### src/rtl/output_scheduler_if.sv
// Tooth-anchored event scheduler bus: tooth stream, event configuration and output status.
interface output_scheduler_if #(
    parameter int TIMER_W = 24,
    parameter int TOOTH_W = 8
);
    logic               en;
    logic [TOOTH_W-1:0] tooth_num;
    logic               tooth_edge;
    logic               sync_lost;
    logic [TOOTH_W-1:0] start_tooth;
    logic [TOOTH_W-1:0] end_tooth;
    logic [TIMER_W-1:0] start_counts;
    logic [TIMER_W-1:0] end_counts;
    logic [TIMER_W-1:0] max_on_counts;
    logic               invert;
    logic               out;
    logic               active;
    logic               busy;
    logic               fault;

    modport master (
        output en, tooth_num, tooth_edge, sync_lost, start_tooth, end_tooth,
               start_counts, end_counts, max_on_counts, invert,
        input  out, active, busy, fault
    );
    modport slave (
        input  en, tooth_num, tooth_edge, sync_lost, start_tooth, end_tooth,
               start_counts, end_counts, max_on_counts, invert,
        output out, active, busy, fault
    );
endinterface

### src/rtl/output_scheduler.sv
// Schedules one output pulse per armed event: start/end delays counted from anchor teeth,
// with an optional on-time limit and a level-sensitive abort.
module output_scheduler #(
    parameter int TIMER_W = 24,
    parameter int TOOTH_W = 8
) (
    input  logic             clk,
    input  logic             reset_n,
    output_scheduler_if.slave bus
);
    typedef enum logic [1:0] {IDLE, ARMED, ENDING} state_t;

    localparam logic [TIMER_W-1:0] ONE = TIMER_W'(1);

    state_t             state, state_nx;
    logic [TOOTH_W-1:0] end_tooth_q;
    logic [TIMER_W-1:0] end_counts_q, max_q;
    logic [TIMER_W-1:0] st_cnt, et_cnt, on_cnt;
    logic               st_run, active_q, fault_q;
    logic               match_start, match_end, same_tooth;
    logic               st_exp, et_exp, on_limit, on_sat;

    assign match_start = bus.en && bus.tooth_edge && (bus.tooth_num == bus.start_tooth);
    assign same_tooth  = (bus.start_tooth == bus.end_tooth);
    assign match_end   = bus.tooth_edge && (bus.tooth_num == end_tooth_q);
    assign st_exp      = st_run && (st_cnt == '0);
    assign et_exp      = (state == ENDING) && (et_cnt == '0);
    assign on_sat      = &on_cnt;
    // one extra bit so the compare is exact even when max_q is all ones
    assign on_limit    = active_q && (max_q != '0) &&
                         (({1'b0, on_cnt} + {{TIMER_W{1'b0}}, 1'b1}) == {1'b0, max_q});

    always_ff @(posedge clk or negedge reset_n) begin
        if (!reset_n) state <= IDLE;
        else          state <= state_nx;
    end

    always_comb begin
        state_nx = state;
        case (state)
            IDLE:    if (!bus.sync_lost && match_start)
                         state_nx = same_tooth ? ENDING : ARMED;
            ARMED:   if (bus.sync_lost || on_limit) state_nx = IDLE;
                     else if (match_end)            state_nx = ENDING;
            ENDING:  if (bus.sync_lost || on_limit || et_exp) state_nx = IDLE;
            default: state_nx = IDLE;
        endcase
    end

    always_comb begin
        bus.busy   = (state != IDLE);
        bus.active = active_q;
        bus.fault  = fault_q;
        bus.out    = active_q ^ bus.invert;
    end

    always_ff @(posedge clk or negedge reset_n) begin
        if (!reset_n) begin
            end_tooth_q  <= '0;
            end_counts_q <= '0;
            max_q        <= '0;
            st_cnt       <= '0;
            et_cnt       <= '0;
            on_cnt       <= '0;
            st_run       <= 1'b0;
            active_q     <= 1'b0;
            fault_q      <= 1'b0;
        end else if (bus.sync_lost) begin
            active_q <= 1'b0;
            st_run   <= 1'b0;
            st_cnt   <= '0;
            et_cnt   <= '0;
            on_cnt   <= '0;
        end else if (state == IDLE) begin
            if (match_start) begin
                end_tooth_q  <= bus.end_tooth;
                end_counts_q <= bus.end_counts;
                max_q        <= bus.max_on_counts;
                st_cnt       <= bus.start_counts;
                st_run       <= 1'b1;
                fault_q      <= 1'b0;
                on_cnt       <= '0;
                et_cnt       <= same_tooth ? bus.end_counts : '0;
            end
        end else if (on_limit || et_exp) begin
            // end expiry at the same edge as start expiry wins: the pulse is suppressed
            active_q <= 1'b0;
            if (on_limit) fault_q <= 1'b1;
            st_run   <= 1'b0;
            st_cnt   <= '0;
            et_cnt   <= '0;
            on_cnt   <= '0;
        end else begin
            if (st_exp) begin
                active_q <= 1'b1;
                st_run   <= 1'b0;
            end else if (st_run) begin
                st_cnt <= st_cnt - ONE;
            end
            if (state == ENDING)  et_cnt <= et_cnt - ONE;
            else if (match_end)   et_cnt <= end_counts_q;
            if (active_q && !on_sat) on_cnt <= on_cnt + ONE;
        end
    end
endmodule

### src/flat_wrapper.sv
// flat-port wrapper written by rule: the top's interface ports become plain ports
module output_scheduler_flat 
#(
    parameter int TIMER_W = 24,
    parameter int TOOTH_W = 8
)
  (clk, reset_n, bus_en, bus_tooth_num, bus_tooth_edge, bus_sync_lost, bus_start_tooth, bus_end_tooth, bus_start_counts, bus_end_counts, bus_max_on_counts, bus_invert, bus_out, bus_active, bus_busy, bus_fault);
  output_scheduler_if #(.TIMER_W(TIMER_W), .TOOTH_W(TOOTH_W)) bus_i ();
  input  logic clk;
  input  logic reset_n;
  input wire logic [$bits(bus_i.en)-1:0] bus_en;
  input wire logic [$bits(bus_i.tooth_num)-1:0] bus_tooth_num;
  input wire logic [$bits(bus_i.tooth_edge)-1:0] bus_tooth_edge;
  input wire logic [$bits(bus_i.sync_lost)-1:0] bus_sync_lost;
  input wire logic [$bits(bus_i.start_tooth)-1:0] bus_start_tooth;
  input wire logic [$bits(bus_i.end_tooth)-1:0] bus_end_tooth;
  input wire logic [$bits(bus_i.start_counts)-1:0] bus_start_counts;
  input wire logic [$bits(bus_i.end_counts)-1:0] bus_end_counts;
  input wire logic [$bits(bus_i.max_on_counts)-1:0] bus_max_on_counts;
  input wire logic [$bits(bus_i.invert)-1:0] bus_invert;
  output wire logic [$bits(bus_i.out)-1:0] bus_out;
  output wire logic [$bits(bus_i.active)-1:0] bus_active;
  output wire logic [$bits(bus_i.busy)-1:0] bus_busy;
  output wire logic [$bits(bus_i.fault)-1:0] bus_fault;
  assign bus_i.en = bus_en;
  assign bus_i.tooth_num = bus_tooth_num;
  assign bus_i.tooth_edge = bus_tooth_edge;
  assign bus_i.sync_lost = bus_sync_lost;
  assign bus_i.start_tooth = bus_start_tooth;
  assign bus_i.end_tooth = bus_end_tooth;
  assign bus_i.start_counts = bus_start_counts;
  assign bus_i.end_counts = bus_end_counts;
  assign bus_i.max_on_counts = bus_max_on_counts;
  assign bus_i.invert = bus_invert;
  assign bus_out = bus_i.out;
  assign bus_active = bus_i.active;
  assign bus_busy = bus_i.busy;
  assign bus_fault = bus_i.fault;
  output_scheduler #(.TIMER_W(TIMER_W), .TOOTH_W(TOOTH_W)) u_core (.clk(clk), .reset_n(reset_n), .bus(bus_i));
endmodule
### config.mk
export PLATFORM = sky130hd
export DESIGN_NAME = output_scheduler_flat
export DESIGN_NICKNAME = d
export VERILOG_FILES = /design/src/rtl/output_scheduler_if.sv /design/src/rtl/output_scheduler.sv /design/src/flat_wrapper.sv
export SDC_FILE = /design/constraint.sdc
export NUM_CORES = 1
export LEC_CHECK = 0
export ABC_AREA = 1
export CORE_ASPECT_RATIO = 1.1
export CORE_MARGIN = 4
export CORE_UTILIZATION = 62
export CTS_CLUSTER_SIZE = 10
export DETAILED_ROUTE_END_ITERATION = 16
export DONT_BUFFER_PORTS = 1
export GPL_TIMING_DRIVEN = 0
export PLACE_DENSITY = 0.83
export SYNTH_ARGS = -nofsm -noshare
export SYNTH_HDL_FRONTEND = slang
export SYNTH_SLANG_ARGS = --single-unit
### constraint.sdc
create_clock -name clk -period 4.9 [get_ports clk]
set_clock_uncertainty 0.15 [all_clocks]
set_input_delay 0.98 -clock clk [delete_from_list [all_inputs] [get_ports clk]]
set_output_delay 0.98 -clock clk [all_outputs]
set_load 0.02 [all_outputs]
==> flow_summary.ini <==
[logic_synthesis]
syn_avg_cell_area_sq_um = 6.60
postSynth.asyncResetShare_pct = 100
yosys_warnings = 0
synth_nets = 1471
synth.yosys.seq_area_share_pct = 36.9
netlist.area_leader.share_pct = 36.9
post_synth_main_area_contributors = dfrtp_1 37%, nand2_1 24%, nand3_1 6.2%
postSynthCellCount = 1366
synth.ff_latch_count = 133
post_synth_edffs = 0
syn-cell-area_sq_um = 9020
postSynth.topFlopCell = dfrtp_1
netlist.top_cell.by_area = dfrtp_1
yosysUniqueCellTypes = 44

[floorplan]
floorplan.die_area_sq_um = 16500
placement_rows = 45
chipWidth_microns = 123
die_h_microns = 134
core-area_sq_um = 14000
io-pin-count = 106
start_util_pct = 64.3

[worst_hold_path]
timing.hold.worst.class = primary input to async pin

[finish]
layout.cells.most_common_list = 580 x nand2_1, 133 x dfrtp_1, 120 x inv_1
final_layout_size_suffix_gt1_share_pct = 6.94
antenna-diode-count = 0
number_of_nets_in_the_finished_design = 1490
filler_cell_count = 1190
layout.cells.most_common = nand2_1
final_core_util_pct = 70.3
syn2layout_area_growth_pct = 9.32

[setup_path]
cp.arrival_ps = 3470
crit_path_end_kind = flip-flop
reg2reg_from = u_core.on_cnt[0]
critical_setup_path_class = primary input to flip-flop
critPathMostFrequentCell = nand2_1
crit_start = bus_tooth_num[3]
worst_path_largest_cell_delay_ps = 690
timing.critical_path.fanout_max = 10
worst_ep_required_time_ps = 5110
timing.critical_path.from_type = primary input
worst_path_max_delay_cell = clkbuf_1
ordered_cell_list_for_the_critical_path = inv_1 -> nand2_1 -> o21ai_0 -> a2111oi_0 -> nand4_1 -> nor2_1 -> nand2_1 -> inv_1 -> clkbuf_1 -> clkbuf_1 -> nand2_1 -> nand2_1

[status]
status = complete, no violations

[timing]
max_freq_ghz = 0.307
timing.final.max_slew_violations = 0
report.final.setup_viol = 0
setup_ws_ps = 1640
final.setup.tns_ps = 0
timing.slew.headroom_pct = 39.5
min_period_over_period_pct = 66.5
max_slew.worst_pin.slew_ps = 907
grt_setup_unrepaired = no
min_period_ps = 3260
report.final.hold_viol_count = 0

[pwr]
post-layout-total-power_mw = 4.42
max-vdd-ir-drop_mv = 0.347
p_leak_nw = 5.15
power_density_nw_per_um2 = 449

[place]
worst_setup_slack_after_placement_ps = 1210
io_buffer_count = 0
detailed_place_hpwl_mm = 18.0
gp_congestion = 0.972

[global_route]
antenna_violations_before_repair = 0
grt_first_pass_wirelength_mm = 41.2
globalRoute.totalOverflow = 0
number_of_global_route_vias_before_repair = 8588
grt_max_degree = 134
total_grt_usage_pct = 31.4

[route]
drtAntennaViolNets = 0
drt_iter0_drc = 704
post_drt_wl_per_cell_microns = 15.8
drt_first_pass_iters = 7
detailroute.via_count = 8850
totalWireLength_mm = 25.1
route.detailed.drc = 0
post_drt_via_cell_ratio = 5.58

[clocking]
worst_skew_pair.late_latency_ps = 430
cts_tree = yes
cts_hold_repair.buffers = 0
post_cts_resized = 0
clk_transition_reported_paths_ps = 60
inserted_clock_buffers = 17
max-clock-path-buffers = 2
clockRootBuffer = clkbuf_16
clock_sinks = 133
setup_bufs_post_cts = 0
htreeDepth = 4

[job]
cap_violations = 0
==> where the power goes <==
group / switching, mW / internal, mW / total [mW] / leakage [nW]
Clock: 0.524 / 0.801 / 1.32 / 0.278
Combinational: 1.12 / 0.552 / 1.68 / 3.20
Sequential: 0.171 / 1.25 / 1.42 / 1.67
Total: 1.82 / 2.61 / 4.42 / 5.15
==> flip-flops by register name, summed over array words and instances, names as in the netlist <==
register and count:
u_core.end_counts_q 24, u_core.et_cnt 24, u_core.max_q 24, u_core.on_cnt 24, u_core.st_cnt 24, u_core.end_tooth_q 8, u_core.state 2, u_core.bus.active 1
u_core.bus.fault 1, u_core.st_run 1
==> worst max-delay path, delay by kind of cell <==
family | cells | cell delay (ps)
buffers and inverters | 4 | 1240
AO/OA/AOI/OAI | 2 | 430
AND/OR/NAND/NOR | 6 | 810
==> routing by layer <==
metal  vias up  track usage, %  wire length [microns]
li1       4356               -                      -
met1      4083            38.4                  10100
met3        73            7.83                   1780
met2       338            52.1                  12200
met4         0            14.6                   1050
met5         -               0                      0
==> synthesized netlist by cell type, types with 8 or more instances <==
cell type  instances
xnor2_1           16
nor3_1             9
clkbuf_1          30
dfrtp_1          133
inv_1            120
nand3b_1          11
xor2_1            22
nor2_1           117
nand3_1          111
nand2_4            9
nand4_1           28
a21oi_1           20
nand3_2           11
buf_2              8
o21ai_0           69
nand2_1          580
==> final cells by class <==
class	count	area, sq um	share of cell area [%]
clock buffers	17	425	4.32
clock inverters	15	180	1.83
plain buffers	48	235	2.39
flip-flops and latches	133	3330	33.8
well taps	188	235	2.39
multi-input cells	1059	4980	50.5
inverters	126	473	4.80
==> cell families after synthesis <==
logic type / synth area share [%]
AND/OR/NAND/NOR: 44.0
AO/OA/AOI/OAI: 6.40
buffers and inverters: 7.85
XOR/XNOR: 4.47
adder cells (fa/ha/maj): 0.416
flip-flops: 36.9
==> stage by stage <==
stage          area, sq um  hold slack, ps  instances
6_report              9860            93.6       1586
5_1_grt               9860            77.2       1586
4_1_cts               9860            86.3       1586
3_5_place_dp          9250             315       1554
3_3_place_gp          9250             311       1554
2_1_floorplan         9020             299       1366
==> worst paths after layout <==
path / end / slack, ps / depth (start not counted)
worst max-delay path: u_core.max_q[10] / 1640 / 12
worst min-delay path: u_core.max_q[17] / 90 / 0
worst max register to register: u_core.on_cnt[5] / 1800 / 19
worst min register to register: u_core.end_counts_q[14] / 330 / 2
max in group asynchronous: u_core.max_q[16] / 4280 / 0
min in group clk: u_core.end_counts_q[14] / 330 / 2
No activity file was read; power rests on OpenSTA's default activity.
